<file path="src/rtl/lcd_read_ctrl.sv">
// lcd_read_ctrl: read-side controller for an HD44780-style 16x2 character LCD.
// Runs one of two operations per request:
//   op=0  single busy-flag / address-counter read
//   op=1  DDRAM byte read: set-address write, busy-flag polling, then data read
// Each bus access is SETUP (T_AS) -> E high (T_PW) -> E low (T_EL) cycles.
//
// Ports:
//   clock_50, reset       clock and asynchronous active-low reset
//   req_valid/req_ready   request handshake (ready only in IDLE)
//   req_op, req_addr      operation select and 7-bit DDRAM address
//   done, timeout_err     completion pulse and poll-timeout flag (valid with done)
//   rd_data               raw byte from the last read access
//   busy_flag, addr_counter  fields of the last BF/AC read
//   lcd_rs, lcd_rw, lcd_e LCD control pins
//   data_out, data_oe     split data bus drive side (top level builds the inout)
//   data_in               data bus pin values
module lcd_read_ctrl #(
  parameter int unsigned T_AS      = 2,
  parameter int unsigned T_PW      = 12,
  parameter int unsigned T_EL      = 12,
  parameter int unsigned MAX_POLLS = 8
) (
  input  logic       clock_50,
  input  logic       reset,
  input  logic       req_valid,
  output logic       req_ready,
  input  logic       req_op,
  input  logic [6:0] req_addr,
  output logic       done,
  output logic [7:0] rd_data,
  output logic       busy_flag,
  output logic [6:0] addr_counter,
  output logic       timeout_err,
  output logic       lcd_rs,
  output logic       lcd_rw,
  output logic       lcd_e,
  output logic [7:0] data_out,
  output logic       data_oe,
  input  logic [7:0] data_in
);

  localparam int unsigned ACC_LEN = T_AS + T_PW + T_EL;
  localparam int unsigned CW      = $clog2(ACC_LEN);
  localparam int unsigned PW      = $clog2(MAX_POLLS + 1);

  // Offsets inside one access: first E-high cycle, capture cycle (E falls), last cycle.
  localparam logic [CW-1:0] CNT_EHI  = CW'(T_AS);
  localparam logic [CW-1:0] CNT_CAP  = CW'(T_AS + T_PW - 1);
  localparam logic [CW-1:0] CNT_LAST = CW'(ACC_LEN - 1);
  localparam logic [PW-1:0] POLL_MAX = PW'(MAX_POLLS);

  localparam logic [2:0] S_IDLE = 3'd0;
  localparam logic [2:0] S_ADDR = 3'd1;
  localparam logic [2:0] S_POLL = 3'd2;
  localparam logic [2:0] S_BF   = 3'd3;
  localparam logic [2:0] S_DATA = 3'd4;
  localparam logic [2:0] S_DONE = 3'd5;

  logic [2:0]    state_q, state_d;
  logic [CW-1:0] cnt_q, cnt_d;
  logic [PW-1:0] poll_q, poll_d;
  logic [7:0]    rd_q, rd_d;
  logic          bf_q, bf_d;
  logic [6:0]    ac_q, ac_d;
  logic          to_q, to_d;
  logic [7:0]    dout_q, dout_d;

  logic in_acc, acc_end, cap;

  assign in_acc  = (state_q == S_ADDR) || (state_q == S_POLL) ||
                   (state_q == S_BF)   || (state_q == S_DATA);
  assign acc_end = in_acc && (cnt_q == CNT_LAST);
  // The address access is a write, so nothing is captured during it.
  assign cap     = in_acc && (state_q != S_ADDR) && (cnt_q == CNT_CAP);

  always_comb begin
    state_d = state_q;
    cnt_d   = cnt_q;
    poll_d  = poll_q;
    rd_d    = rd_q;
    bf_d    = bf_q;
    ac_d    = ac_q;
    to_d    = to_q;
    dout_d  = dout_q;

    if (in_acc) begin
      cnt_d = acc_end ? '0 : cnt_q + 1'b1;
    end

    if (cap) begin
      rd_d = data_in;
      if (state_q != S_DATA) begin
        bf_d = data_in[7];
        ac_d = data_in[6:0];
      end
      if (state_q == S_POLL) begin
        poll_d = poll_q + 1'b1;
      end
    end

    case (state_q)
      S_IDLE: begin
        if (req_valid) begin
          to_d  = 1'b0;
          cnt_d = '0;
          if (req_op) begin
            state_d = S_ADDR;
            dout_d  = {1'b1, req_addr};
          end else begin
            state_d = S_BF;
          end
        end
      end
      S_ADDR: begin
        if (acc_end) begin
          state_d = S_POLL;
          poll_d  = '0;
        end
      end
      S_POLL: begin
        // bf_q and poll_q already hold this poll's result by the last access cycle.
        if (acc_end) begin
          if (!bf_q) begin
            state_d = S_DATA;
          end else if (poll_q == POLL_MAX) begin
            state_d = S_DONE;
            to_d    = 1'b1;
          end
        end
      end
      S_BF, S_DATA: begin
        if (acc_end) begin
          state_d = S_DONE;
        end
      end
      S_DONE:  state_d = S_IDLE;
      default: state_d = S_IDLE;
    endcase
  end

  always_ff @(posedge clock_50 or negedge reset) begin
    if (!reset) begin
      state_q <= S_IDLE;
      cnt_q   <= '0;
      poll_q  <= '0;
      rd_q    <= '0;
      bf_q    <= 1'b0;
      ac_q    <= '0;
      to_q    <= 1'b0;
      dout_q  <= '0;
    end else begin
      state_q <= state_d;
      cnt_q   <= cnt_d;
      poll_q  <= poll_d;
      rd_q    <= rd_d;
      bf_q    <= bf_d;
      ac_q    <= ac_d;
      to_q    <= to_d;
      dout_q  <= dout_d;
    end
  end

  // Bus controls decode straight from reset-cleared state, so reset drops them at once.
  assign req_ready    = (state_q == S_IDLE);
  assign done         = (state_q == S_DONE);
  assign timeout_err  = (state_q == S_DONE) && to_q;
  assign lcd_e        = in_acc && (cnt_q >= CNT_EHI) && (cnt_q <= CNT_CAP);
  assign lcd_rs       = (state_q == S_DATA);
  assign lcd_rw       = in_acc && (state_q != S_ADDR);
  assign data_oe      = (state_q == S_ADDR);
  assign data_out     = dout_q;
  assign rd_data      = rd_q;
  assign busy_flag    = bf_q;
  assign addr_counter = ac_q;

endmodule

</file>
<file path="config.mk">
export PLATFORM = sky130hd
export DESIGN_NAME = lcd_read_ctrl
export DESIGN_NICKNAME = d
export VERILOG_FILES = /design/src/rtl/lcd_read_ctrl.sv
export SDC_FILE = /design/constraint.sdc
export NUM_CORES = 1
export LEC_CHECK = 0
export CORE_AREA = 5 5 86 88
export CTS_CLUSTER_DIAMETER = 200
export DETAILED_ROUTE_END_ITERATION = 10
export DIE_AREA = 0 0 91 93
export GPL_TIMING_DRIVEN = 0
export RECOVER_POWER = 100
export SETUP_SLACK_MARGIN = 0.1
export SYNTH_ARGS = -nofsm -noshare
export SYNTH_HDL_FRONTEND = slang
export SYNTH_SLANG_ARGS = --single-unit
</file>
<file path="constraint.sdc">
create_clock -name clock_50 -period 4.1 [get_ports clock_50]
set_clock_uncertainty 0.1 [all_clocks]
set_input_delay 0.82 -clock clock_50 [delete_from_list [all_inputs] [get_ports clock_50]]
set_output_delay 0.82 -clock clock_50 [all_outputs]
set_load 0.01 [all_outputs]
</file>
Word level (Yosys, flattened, before mapping)
Index checks and enable logic that the tools add are counted.
{"block": "totals", "reg_bits": 37, "in_bits": 19, "output_inout_bits": 31, "wordCells": 66}
{"block": "classes", "addsub": 2, "order_cmp": 2, "eq_ne": 17, "n_mux": 21, "n_reduce_logical": 16}
{"cell": "2-to-1 mux 5 bit", "n": 4}
{"cell": "2-to-1 mux 3 bit", "n": 6}
{"cell": "2-to-1 mux 4 bit", "n": 4}
{"cell": "case mux 3 bit (4 select lines)", "n": 1}
{"cell": "AND reduction 5 bit", "n": 2}
{"cell": "!= test 2 bit (second input constant)", "n": 4}
{"cell": "== test 3 x 2 -> 1 bit (second input constant)", "n": 2}
{"cell": "== test 3 bit (second input constant)", "n": 2}
{"cell": "logical AND 1 bit", "n": 6}
{"cell": "adder 5 x 1 -> 5 bit (second input constant)", "n": 1}
{"cell": "== test 5 x 4 -> 1 bit (second input constant)", "n": 1}
{"cell": "== test 5 bit (second input constant)", "n": 1}
{"cell": "greater-or-equal comparator 5 x 2 -> 1 bit (second input constant)", "n": 1}
{"cell": "<= comparator 5 x 4 -> 1 bit (second input constant)", "n": 1}
{"cell": "adder 4 x 1 -> 4 bit (second input constant)", "n": 1}
{"cell": "== test 4 bit (second input constant)", "n": 1}
{"cell": "2-to-1 mux 1 bit", "n": 4}
{"cell": "!= test 2 x 1 -> 1 bit (second input constant)", "n": 2}
{"cell": "== test 3 x 1 -> 1 bit (second input constant)", "n": 1}
{"cell": "logical NOT 3 bit", "n": 1}
{"cell": "logical OR 1 bit", "n": 3}
{"cell": "!= test 3 x 1 -> 1 bit (second input constant)", "n": 1}
{"cell": "!= test 3 x 2 -> 1 bit (second input constant)", "n": 1}
{"cell": "!= test 3 bit (second input constant)", "n": 1}
{"cell": "other kinds (6)", "n": 6}

Logic depth before layout (Yosys ltp)
Gate-level depths: netlist of run 1.
{"block": "logic_depth", "word_depth": 9, "ltp_mapped": 6, "ltp_nobuf": 6}

Worst setup path before layout of run 1
Ideal clock, no wire load.
{"block": "synth_timing", "path_kind": "flip-flop to output port", "startpoint": "register state_q[0]", "endpoint": "output port lcd_e", "arrival_ns": 1.335, "required_ns": 3.180, "setup_slack_ns": 1.845, "path_stages_with_launch": 4, "path_buffers": 0, "cell_sequence": "dfrtp_1 o21ai_1 nand2_2 nor4_1"}
{"block": "synth_via", "elab_chain_len": 6, "word_cells_on_any_way": 9, "classes_between": "eq/ne (4); reduce/logical (5)"}
{"element": "from (decl)", "line_no": "59", "source": "logic [2:0] state_q, state_d;"}
{"element": "from (signal assigned)", "line_no": "152", "source": "state_q <= state_d;"}
{"element": "== test 3 x 1 -> 1 bit / == test 3 x 2 -> 1 bit (equally long branches)", "line_no": "70", "source": "assign in_acc = (state_q == S_ADDR) || (state_q == S_POLL) ||"}
{"element": "logical OR 1 bit (2 in a row)", "line_no": "70"}
{"element": "logical OR 1 bit *", "line_no": "71", "source": "(state_q == S_BF) || (state_q == S_DATA);"}
{"element": "logical AND 1 bit * (2 in a row)", "line_no": "167", "source": "assign lcd_e = in_acc && (cnt_q >= CNT_EHI) && (cnt_q <= CNT_CAP);"}
{"element": "to (decl)", "line_no": "36", "source": "output logic lcd_e,"}
Mark *: on every way between the ends. The rest lies on a longest branch, timed or not.

Final worst setup path of run 1
Same ends and word-level chain as after synthesis.

==> results of run 1 <==
cell families (layout without fill, tap and decap cells):
| logic type | count (synthesis) | after routing | synth area share (%) |
|---|---|---|---|
| muxes | 27 | 27 | 17.0 |
| DFF | 37 | 37 | 52.3 |
| AOI/OAI and AO/OA | 13 | 13 | 4.87 |
| adders and majority gates | 5 | 5 | 3.53 |
| and+or+nand+nor | 48 | 48 | 16.5 |
| xor gates and xnor gates | 6 | 6 | 2.97 |
| buffers and inverters | 10 | 67 | 2.90 |
layer usage:
| metal | track usage (%) | vias to the layer above |
|---|---|---|
| met2 | 14.2 | 33 |
| met1 | 12.6 | 636 |
| met3 | 3.70 | 7 |
| met4 | 3.30 | 0 |
| met5 | 0 | - |
| li1 | - | 628 |
critical path, cell delays in order, from the launching register on:
cell	delay (ns)
sky130_fd_sc_hd__dfrtp_1	0.47
sky130_fd_sc_hd__o21ai_0	0.68
sky130_fd_sc_hd__nand2_2	0.17
sky130_fd_sc_hd__nor4_1	0.34
sky130_fd_sc_hd__clkdlybuf4s50_1	0.60
worst max path at each step:
stage / endpoint / slack (ns) / startpoint
after floorplan: lcd_e / 1.84 / state_q[0]
after CTS: lcd_e / 0.86 / state_q[0]
after global placement: data_out[3] / 1.14 / reset
after global routing: lcd_e / 0.45 / state_q[0]
final: lcd_e / 0.64 / state_q[0]
after detailed placement: lcd_e / 1.19 / state_q[0]
flip-flops by register name, summed over array words and instances, names as in the netlist:
name / cells
poll_q: 4
cnt_q: 5
to_q: 1
data_out: 8
busy_flag: 1
addr_counter: 7
state_q: 3
rd_data: 8
area by class of cell:
type,count,area share (%)
well taps,80,4.15
multi-input cells,99,31.7
clock inverters,3,0.727
inverters,6,0.935
clock buffers,5,2.86
plain buffers,4,1.09
flip-flops and latches,37,38.4
repair buffers,49,20.1
through the flow:
stage | cell area (µm²) | setup slack [ns] | utilization, % | hold WS, ns
2_1_floorplan | 1770 | 1.84 | - | 0.329
3_3_place_gp | 2360 | 1.14 | 36.0 | 0.350
3_5_place_dp | 2360 | 1.19 | 35.9 | 0.355
4_1_cts | 2440 | 0.864 | 37.2 | 0.377
5_1_grt | 2410 | 0.451 | 36.7 | 0.388
6_report | 2410 | 0.643 | 36.7 | 0.369
layout by cell type (no fill, tap or decap), types with 2 or more instances in the layout:
| cell type | netlist | layout |
|---|---|---|
| sky130_fd_sc_hd__nand4_1 | 3 | 3 |
| sky130_fd_sc_hd__dlygate4sd3_1 | 0 | 30 |
| sky130_fd_sc_hd__and4b_1 | 1 | 2 |
| sky130_fd_sc_hd__mux2_2 | 25 | 25 |
| sky130_fd_sc_hd__nor3_1 | 2 | 2 |
| sky130_fd_sc_hd__clkdlybuf4s50_1 | 0 | 18 |
| sky130_fd_sc_hd__clkinv_2 | 0 | 2 |
| sky130_fd_sc_hd__clkbuf_8 | 0 | 5 |
| sky130_fd_sc_hd__nand3_1 | 4 | 5 |
| sky130_fd_sc_hd__xnor2_1 | 2 | 2 |
| sky130_fd_sc_hd__dfrtp_1 | 37 | 37 |
| sky130_fd_sc_hd__xor2_1 | 4 | 4 |
| sky130_fd_sc_hd__inv_1 | 5 | 5 |
| sky130_fd_sc_hd__and2_1 | 3 | 3 |
| sky130_fd_sc_hd__o21ai_0 | 5 | 6 |
| sky130_fd_sc_hd__nand2b_1 | 2 | 2 |
| sky130_fd_sc_hd__clkbuf_1 | 0 | 3 |
| sky130_fd_sc_hd__a21oi_1 | 2 | 2 |
| sky130_fd_sc_hd__nor2_1 | 10 | 10 |
| sky130_fd_sc_hd__mux2i_1 | 2 | 2 |
| sky130_fd_sc_hd__ha_1 | 5 | 5 |
| sky130_fd_sc_hd__nor4_1 | 2 | 2 |
| sky130_fd_sc_hd__or3_1 | 2 | 2 |
| sky130_fd_sc_hd__nand2_1 | 5 | 7 |
| sky130_fd_sc_hd__and3_1 | 2 | 2 |
| sky130_fd_sc_hd__and2b_1 | 2 | 2 |
power by group:
part	switching, W	internal, W	leakage (nW)
clock network	0.000133	0.000117	0.0439
logic	0.0000203	0.0000306	0.615
registers	0.00000398	0.000373	0.446
total	0.000157	0.000521	1.10
==> run_results.csv, run 1 <==
group,metric,value,unit
clock_network,cts.reportedPaths.clkPinSlew,0.07,ns
floorplan,start_util,27.0,%
global_routing,wire_length_of_the_first_global_routing_pass,6.42,mm
placed_design,numPlacedInstances,275,
drt,post_route_met1_wirelength,1.75,mm
synthesis,synth_top_area_share,52.3,%
finish,area.sequential,926,µm²
clock_network,tritoncts,"yes",
setup_path,endpoint_kind_of_the_worst_setup_timing_path,"output port",
floorplan,num_rows,30,
sta,report.final.slew_viol_count,38,
global_routing,grt_max_degree,38,
finish,fillerInstances,638,
setup_path,timing.critical_path.required,3.18,ns
sta,fin_crit,3.46,ns
drt,detail_routed_net_length_per_standard_cell,13.6,µm
placed_design,numPortBuffers,49,
clock_network,cts_hold_repair.buffers,0,
global_routing,track_usage,9.51,%
placed_design,hpwlAfterDp,2.81,mm
outcome,result_of_the_run,"finished with violations",
synthesis,async_flop_share,100,%
finish,final_nets,226,
synthesis,syn-cell-area,1770,µm²
floorplan,core_area,6570,µm²
synthesis,postSynthCellCount,146,
synthesis,synthDominantAreaCellType,"sky130_fd_sc_hd__dfrtp_1",
sta,post_route_clock_period_utilization,84.3,%
global_routing,antenna_found_initial,0,
sta,max_freq,289,MHz
synthesis,synth_commonest_cells,"37 x sky130_fd_sc_hd__dfrtp_1, 25 x sky130_fd_sc_hd__mux2_2, 10 x sky130_fd_sc_hd__nor2_1",
setup_path,critical_path_class,"reg2out",
synthesis,yosys.cell_count.top_type,"sky130_fd_sc_hd__dfrtp_1",
sta,tns,0,ns
pwr,report.power.total,0.000678,W
sta,slew_hr,-32.9,%
sta,timing_worst_slew_pin_value,1.99,ns
outcome,failing_checks,"max-capacitance violations, max-slew violations",
worst_hold_path,min-delay-path-class,"reg2reg",
sta,finalSetupViolCount,0,
setup_path,rr_startpoint,"state_q[0]",
synthesis,synthFlopType,"sky130_fd_sc_hd__dfrtp_1",
synthesis,synth_edf_count,0,
synthesis,synthDistinctLibCells,40,
synthesis,synthesis.yosys.warnings,0,
floorplan,dieArea,8460,µm²
synthesis,synth.net_count,170,
pwr,power_leakage,1.10,nW
setup_path,path_max_fanout,9,
worst_hold_path,min_delay_worst_endpoint,"to_q",
setup_path,timing.reg2reg.setup_slack,1.84,ns
setup_path,start_kind,"register",
drt,highest-signal-layer,"met4",
clock_network,cts.htree.levels,2,
clock_network,cts_setup_buffers,0,
job,maxCapViolCount,1,
finish,share_of_post_route_cells_with_drive_strength_above_1,18.7,%
drt,drc,0,
sta,final_hold_viol_count,0,
synthesis,synth_area_per_cell,12.1,µm²
finish,insertedDiodeCount,0,
drt,drtPass1Iterations,4,
floorplan,fp.dieW,91,µm
drt,route.antenna.remaining_nets,0,
drt,met3_length,272,µm
clock_network,clkLatencyLatePin,0.29,ns
drt,vias,1304,
placed_design,place_congestion,0.738,
clock_network,post_cts.resized_instances,0,
finish,finish.cell_count_without_fillers,283,
synthesis,register_area_share_after_synthesis,52.3,%
worst_hold_path,whs_path_depth,2,
floorplan,dieHeight,93,µm
setup_path,reg2reg_depth,4,
drt,initialDrtViolationCount,66,
pwr,p_per_area,281,nW/µm²
clock_network,clkSinkCount,37,
finish,multi_input_area,764,µm²
pwr,vdd.ir_drop.worst,0.155,mV
clock_network,root_buffer_selected_by_cts,"sky130_fd_sc_hd__clkbuf_8",
finish,area_growth,36.0,%
sta,rsz0062_at_grt,"no",
setup_path,regToRegEndpoint,"state_q[1]",
synthesis,synth_area_leaders,"sky130_fd_sc_hd__dfrtp_1 52%, sky130_fd_sc_hd__mux2_2 16%, sky130_fd_sc_hd__ha_1 3.5%",
drt,routed_via_density,4.61,
global_routing,grt_pass1_vias,1246,
clock_network,cts_buffers,5,
floorplan,ios,50,
worst_hold_path,hold_startpoint,"to_q",
global_routing,grt.overflow.total,0,
clock_network,clock_tree.buffer_depth,2,
synthesis,synth-seq-cells,37,
drt,totalWireLength,3.86,mm
drt,dr_wl_met2,1.78,mm
setup_path,worst-endpoint-arrival,2.54,ns
Note: power is estimated with default switching activity, not from simulation.
==> run 2, diff against run 1 <==
- clock period: 4.1 -> 3.5 ns (I/O delays scaled with it)
==> run_results.csv, run 2 (synthesized netlist as in run 1, its figures left out) <==
group,metric,value,unit
outcome,result_of_the_run,"finished with violations",
outcome,failing_checks,"max-capacitance violations, max-slew violations",
placed_design,dp_slack,0.709,ns
finish,insertedDiodeCount,0,
finish,final_nets,226,
global_routing,wire_length_of_the_first_global_routing_pass,6.42,mm
setup_path,critical_path_class,"reg2out",
setup_path,timing.critical_path.required,2.70,ns
floorplan,ios,50,
drt,totalWireLength,3.85,mm
finish,most_common_cell_after_layout_fill_and_taps_aside,"sky130_fd_sc_hd__dfrtp_1",
floorplan,dieHeight,93,µm
finish,fillerInstances,640,
clock_network,cts_buffers,5,
pwr,p_per_area,331,nW/µm²
drt,drtPass1Iterations,4,
sta,max_freq,321,MHz
floorplan,num_rows,30,
drt,initialDrtViolationCount,72,
setup_path,path_max_fanout,9,
sta,tns,0,ns
setup_path,critical_path.top_delay_family,"buffers and inverters",
sta,finalSetupViolCount,0,
setup_path,start_kind,"register",
global_routing,track_usage,9.51,%
global_routing,grt_pass1_vias,1246,
drt,drc,0,
sta,rsz0062_at_grt,"no",
clock_network,tritoncts,"yes",
floorplan,core_area,6570,µm²
clock_network,cts_hold_repair.buffers,0,
floorplan,fp.dieW,91,µm
clock_network,cts.htree.levels,2,
global_routing,grt_max_degree,38,
drt,route.antenna.remaining_nets,0,
sta,fin_crit,3.11,ns
sta,report.final.slew_viol_count,38,
job,maxCapViolCount,1,
sta,postLayoutSetupSlackWorst,0.387,ns
clock_network,clock_tree.buffer_depth,2,
finish,mostFrequentLayoutCells,"37 x sky130_fd_sc_hd__dfrtp_1, 29 x sky130_fd_sc_hd__dlygate4sd3_1, 25 x sky130_fd_sc_hd__mux2_2, 19 x sky130_fd_sc_hd__clkdlybuf4s50_1, 10 x sky130_fd_sc_hd__nor2_1",
sta,timing_worst_slew_pin_value,1.99,ns
setup_path,timing.critical_path.slowest_stage_cell,"sky130_fd_sc_hd__clkdlybuf4s50_1",
worst_hold_path,min-delay-path-class,"reg2reg",
drt,detail_routed_net_length_per_standard_cell,13.6,µm
drt,routed_via_density,4.58,
finish,area_growth,35.5,%
clock_network,cts.reportedPaths.clkPinSlew,0.07,ns
clock_network,post_cts.resized_instances,0,
sta,slew_hr,-32.9,%
drt,vias,1296,
clock_network,cts_setup_buffers,0,
global_routing,antenna_found_initial,0,
clock_network,root_buffer_selected_by_cts,"sky130_fd_sc_hd__clkbuf_8",
floorplan,start_util,27.0,%
floorplan,dieArea,8460,µm²
placed_design,numPortBuffers,49,
setup_path,worst-endpoint-arrival,2.31,ns
setup_path,critical_path.cell_chain,"or3_1 > clkbuf_1 > nand2_1 > nor4_1 > clkdlybuf4s50_1",
global_routing,grt.overflow.total,0,
clock_network,clkSinkCount,37,
setup_path,endpoint_kind_of_the_worst_setup_timing_path,"output port",
pwr,vdd.ir_drop.worst,0.181,mV
setup_path,cp_num_buf_inv,2,
placed_design,place_congestion,0.738,
pwr,power_leakage,1.10,nW
clock_network,clkLatencyLatePin,0.29,ns
setup_path,critical-path-max-stage-delay,0.60,ns
sta,post_route_clock_period_utilization,88.9,%
sta,final_hold_viol_count,0,
finish,share_of_post_route_cells_with_drive_strength_above_1,17.2,%
placed_design,hpwlAfterDp,2.81,mm
[run 2: metal layers]
metal	share of wire, %	wire length [µm]	up-vias	track usage [%]
met1	45	1730	628	12.6
met2	46	1780	33	14.2
met4	1.4	55	0	3.30
met5	0	0	-	0
met3	7.2	279	7	3.70
li1	-	-	628	-
[run 2: report_power, final]
part           switching (W)  internal [W]  leakage [nW]   total, W
logic              0.0000238     0.0000361         0.613  0.0000599
clock network       0.000156      0.000137        0.0439   0.000293
registers         0.00000466      0.000437         0.446   0.000441
[run 2: path summary, 6_finish.rpt]
kind	end	slack [ns]	startpoint	cells after the start
setup reg to reg	addr_counter[5]	1.35	cnt_q[1]	6
hold / removal	to_q	0.37	to_q	2
min in group asynchronous	rd_data[3]	0.86	reset	1
hold reg to reg	to_q	0.37	to_q	2
max in group asynchronous	to_q	1.29	reset	1
setup / recovery	lcd_e	0.39	state_q[0]	5
[run 2: final cells by class]
| class | instances | area [µm²] | share of cell area (%) |
|---|---|---|---|
| sequential | 37 | 926 | 38.6 |
| multi-input combinational | 99 | 762 | 31.8 |
| buffer | 4 | 18.8 | 0.782 |
| clock inverter | 3 | 17.5 | 0.730 |
| tap | 80 | 100 | 4.17 |
| inverter | 6 | 22.5 | 0.938 |
| timing repair buffer | 49 | 484 | 20.2 |
| clock buffer | 5 | 68.8 | 2.87 |
[run 2: stage by stage]
stage                     hold slack (ns)  power (W)  cells  utilization (%)  area (µm²)
after floorplan                     0.304   0.000464    146                -        1770
after global placement              0.350   0.000517    275             36.0        2360
after detailed placement            0.355   0.000517    275             35.9        2360
after CTS                           0.377   0.000822    283             37.2        2440
after global routing                0.388   0.000843    283             36.5        2400
final                               0.369   0.000795    283             36.5        2400
[run 2: worst reg2reg max path, stage by stage (launching register included)]
cell	delay, ns
sky130_fd_sc_hd__dfrtp_1	0.44
sky130_fd_sc_hd__inv_1	0.08
sky130_fd_sc_hd__ha_1	0.20
sky130_fd_sc_hd__and4b_1	0.28
sky130_fd_sc_hd__nor2b_1	0.15
sky130_fd_sc_hd__clkbuf_1	0.40
sky130_fd_sc_hd__mux2_2	0.40
==> run 3, diff against run 2 <==
- ABC_CLOCK_PERIOD_IN_PS: default -> 3500
==> results of run 3 <==
Same layout as run 2: the final DEF is identical, and so are final timing and power.
==> RTL edit 1, RTL diff (settings of run 3) <==
Set the parameter `MAX_POLLS` to 4 (it was 8).
--- a/src/rtl/lcd_read_ctrl.sv
+++ b/src/rtl/lcd_read_ctrl.sv
@@ -19,5 +19,5 @@
   parameter int unsigned T_PW      = 12,
   parameter int unsigned T_EL      = 12,
-  parameter int unsigned MAX_POLLS = 8
+  parameter int unsigned MAX_POLLS = 4
 ) (
   input  logic       clock_50,
Formal check against the unedited RTL: no difference found for any inputs over 10 cycles, from zero or initial values and one cycle with reset low; that may be too few to reach the edited logic, so the function may still have changed.
==> RTL edit 1 against run 3 <==
The flow still finishes with violations (capacitance limit, slew limit); power fell by 0.21%; design area rose by 0.10%; wire length fell by 0.29%; setup slack improved by 0.17 ns; count of clock-buffer cells in the layout rose by 3; sequential power fell by 2%; area after synthesis barely moved; sequential cell count fell by 1.
==> RTL edit 1: results (changes against run 3) <==
- Switching Share: 21.6% (-1.6 points)
- Distinct cells, synth: 43 (+7.5%)
- Placed wire-length estimate: 2780 um (-1.1%)
- Adder-cell share of the synthesized area: 3.53% (about the same)
- Buffers excl. clock: 56 (+5.7%)
- Overall routing resource usage: 9.59% (+0.078 points)
- Max Cap Viol: 1 (unchanged)
- Post-synthesis compound-gate area fraction: 7.48% (+2.6 points)
- Placed cells: 278 (+1.1%)
- Fillers: 645 (+0.78%)
- Post-Place Setup Slack: 0.905 ns (+0.196 ns)
- Non-clk invs: 8 (+2)
- Largest net degree at the start of global routing: 37 (-2.6%)
- Non-Filler Instances: 286 (+1.1%)
- Slew headroom: -33.2% (-0.33 points)
- Hold EP: data_out[7]$_DFFE_PN0P_
- Slowest cell on the critical path: dlygate4sd3_1
- HP Start: data_out[7]$_DFFE_PN0P_
- Failing checks: capacitance limit, slew limit
- Layout clock buffer count: 8 (+3)
- Fin nets: 229 (+1.3%)
- R2R Setup Slk: 1.04 ns (-0.31 ns)
- Crit path largest cell delay: 0.66 ns (+0.06 ns)
- R2r endpoint: rd_data[4]$_DFFE_PN0N_
- Routed vias/inst: 4.44 (-3.1%)
- Critical path arrival: 2.14 ns (-0.17 ns)
- Slew Limit Fails: 37 (-2.6%)
- Status: complete, but fails checks
==> RTL edit 1: power by group through the flow <==
stage / clock (mW) / combinational (mW) / sequential, mW
after CTS: 0.320 / 0.0665 / 0.430
after detailed placement: 0 / 0.0658 / 0.438
after global placement: 0 / 0.0656 / 0.438
after global routing: 0.339 / 0.0660 / 0.431
after floorplan: 0 / 0.00957 / 0.443
final: 0.303 / 0.0599 / 0.430
==> RTL edit 1: cells by family after synthesis <==
| family | after synthesis |
|---|---|
| compound gates | 18 |
| xor+xnor | 5 |
| buf+inv | 15 |
| simple gates | 42 |
| flops | 36 |
| mux | 28 |
| fa+ha+maj | 5 |
==> RTL edit 1: routing by layer <==
metal,share of wire (%),vias to the layer above,routed length (um)
met5,0,-,0
met3,5.3,7,202
met2,45,34,1740
met4,2.3,0,90
li1,-,632,-
met1,47,596,1810
==> RTL edit 2, RTL diff (config.mk and constraints of run 3) <==
Without the edit above. `dout_q` no longer has a reset.
--- a/src/rtl/lcd_read_ctrl.sv
+++ b/src/rtl/lcd_read_ctrl.sv
@@ -148,5 +148,4 @@
       ac_q    <= '0;
       to_q    <= 1'b0;
-      dout_q  <= '0;
     end else begin
       state_q <= state_d;
@@ -157,6 +156,9 @@
       ac_q    <= ac_d;
       to_q    <= to_d;
-      dout_q  <= dout_d;
     end
+  end
+
+  always_ff @(posedge clock_50) begin
+    dout_q <= dout_d;
   end
 
Formal check against the unedited RTL: not equivalent (Yosys sat finds a counterexample within 4 cycles, from zero or initial values and one cycle with reset low).
==> RTL edit 2 against run 3 <==
The flow still finishes with violations (capacitance limit, slew limit); design area grew 0.73%; area after synthesis shrank 1.8%; wire length grew 5.2%; count of clock-buffer cells in the layout grew 1; sequential cell count shrank 1; setup slack gained 0.074 ns.
Power is not compared: it rests on default switching activity, and its combinational part moved more than twofold at a synthesized area within 25%.
==> RTL edit 2: results (changes against run 3) <==
- Syn_area_per_cell: 11.6 um^2 (-4.4%)
- Status: complete, but fails checks
- EDFF count, synth: 7 (+7)
- DRT Wirelength: 4050 um (+5.2%)
- Synthesized Nets: 174 (+2.4%)
- Overall routing resource usage: 9.87% (+0.36 points)
- Vias in the first global route: 1333 (+7.0%)
- Met2 Wirelength: 1980 um (+11%)
- Area after DPL: 2320 um^2 (-1.5%)
- Failing checks: capacitance limit, slew limit
- Hold Worst Slack: 0.386 ns (+0.0172 ns)
- Placed cells: 278 (+1.1%)
- R2r endpoint: addr_counter[6]$_DFFE_PN0P_
- Slowest cell on the critical path: dlygate4sd3_1
- Global-route wire length before repair: 6710 um (+4.5%)
- Port Buf Inserts: 48 (-2.0%)
- Routed vias/inst: 4.79 (+4.6%)
- Asr flop ratio synth: 80.6% (-19 points)
- Worst-Margin Slew: 1.53 ns (-0.461 ns)
- Synth area leaders: dfrtp_1 42%, edfxtp_1 12%, mux2_1 5.2%
- Top cells by count, synth: 29 x dfrtp_1, 9 x inv_1, 8 x mux2_1, 8 x mux2_2
- Met3 wire len: 235 um (-16%)
- R2R Setup Slk: 1.04 ns (-0.31 ns)
- Seq/Total Area, Yosys: 53.8% (+1.5 points)
- Slew Limit Fails: 30 (-21%)
- Worst-path fanout max: 10 (+1)
- Max Cap Viol: 1 (unchanged)
- Fin nets: 229 (+1.3%)
- Adder-cell share of the synthesized area: 3.59% (+0.063 points)
- Crit path from: state_q[2]$_DFFE_PN0P_
- Post-synthesis mux area share: 10.4% (-6.7 points)
- RD Place Congestion: 0.768 (+4.1%)
- Fillers: 659 (+3.0%)
- Placed wire-length estimate: 2970 um (+5.8%)
- Final Cycle Share: 86.8% (-2.1 points)
- Met1 usage: 12.7% (+0.11 points)
- Met2 Track Usage GR: 15.7% (+1.6 points)
- Drt wl/cell: 14.2 um (+4.1%)
- Post-Place Setup Slack: 0.821 ns (+0.112 ns)
- Largest net degree at the start of global routing: 30 (-21%)
- Initial DRC count: 57 (-21%)
- Synth Area in XOR/XNOR: 0% (-3.0 points)
- Post-synthesis compound-gate area fraction: 11.1% (+6.2 points)
- Met1 WL: 1790 um (+3.1%)
==> RTL edit 2: cell count changes after synthesis, sizes merged, moves of 3 or more <==
cell,before,now
dfrtp,37,29
mux2,25,16
nor2,10,7
a211oi,0,3
inv,6,10
xor2,4,0
a21oi,2,7
or4,0,4
nand2,8,5
edfxtp,0,7
==> RTL edit 2: cell type report <==
class	count	area [um^2]	share of cell area, %
plain buffers	8	43.8	1.81
clock buffers	6	72.6	3.00
clock inverters	2	35.0	1.45
inverters	10	37.5	1.55
multi-input cells	96	718	29.7
flip-flops and latches	36	936	38.7
well taps	80	100	4.14
repair buffers	48	474	19.6
==> RTL edit 2: cell families (layout without fill, tap and decap cells) <==
kind of cell    after synthesis  count (layout)
fa+ha+maj                     5               5
buf+inv                      18              74
other cells                   1               1
flops                        36              36
simple gates                 45              45
compound gates               29              29
mux                          16              16
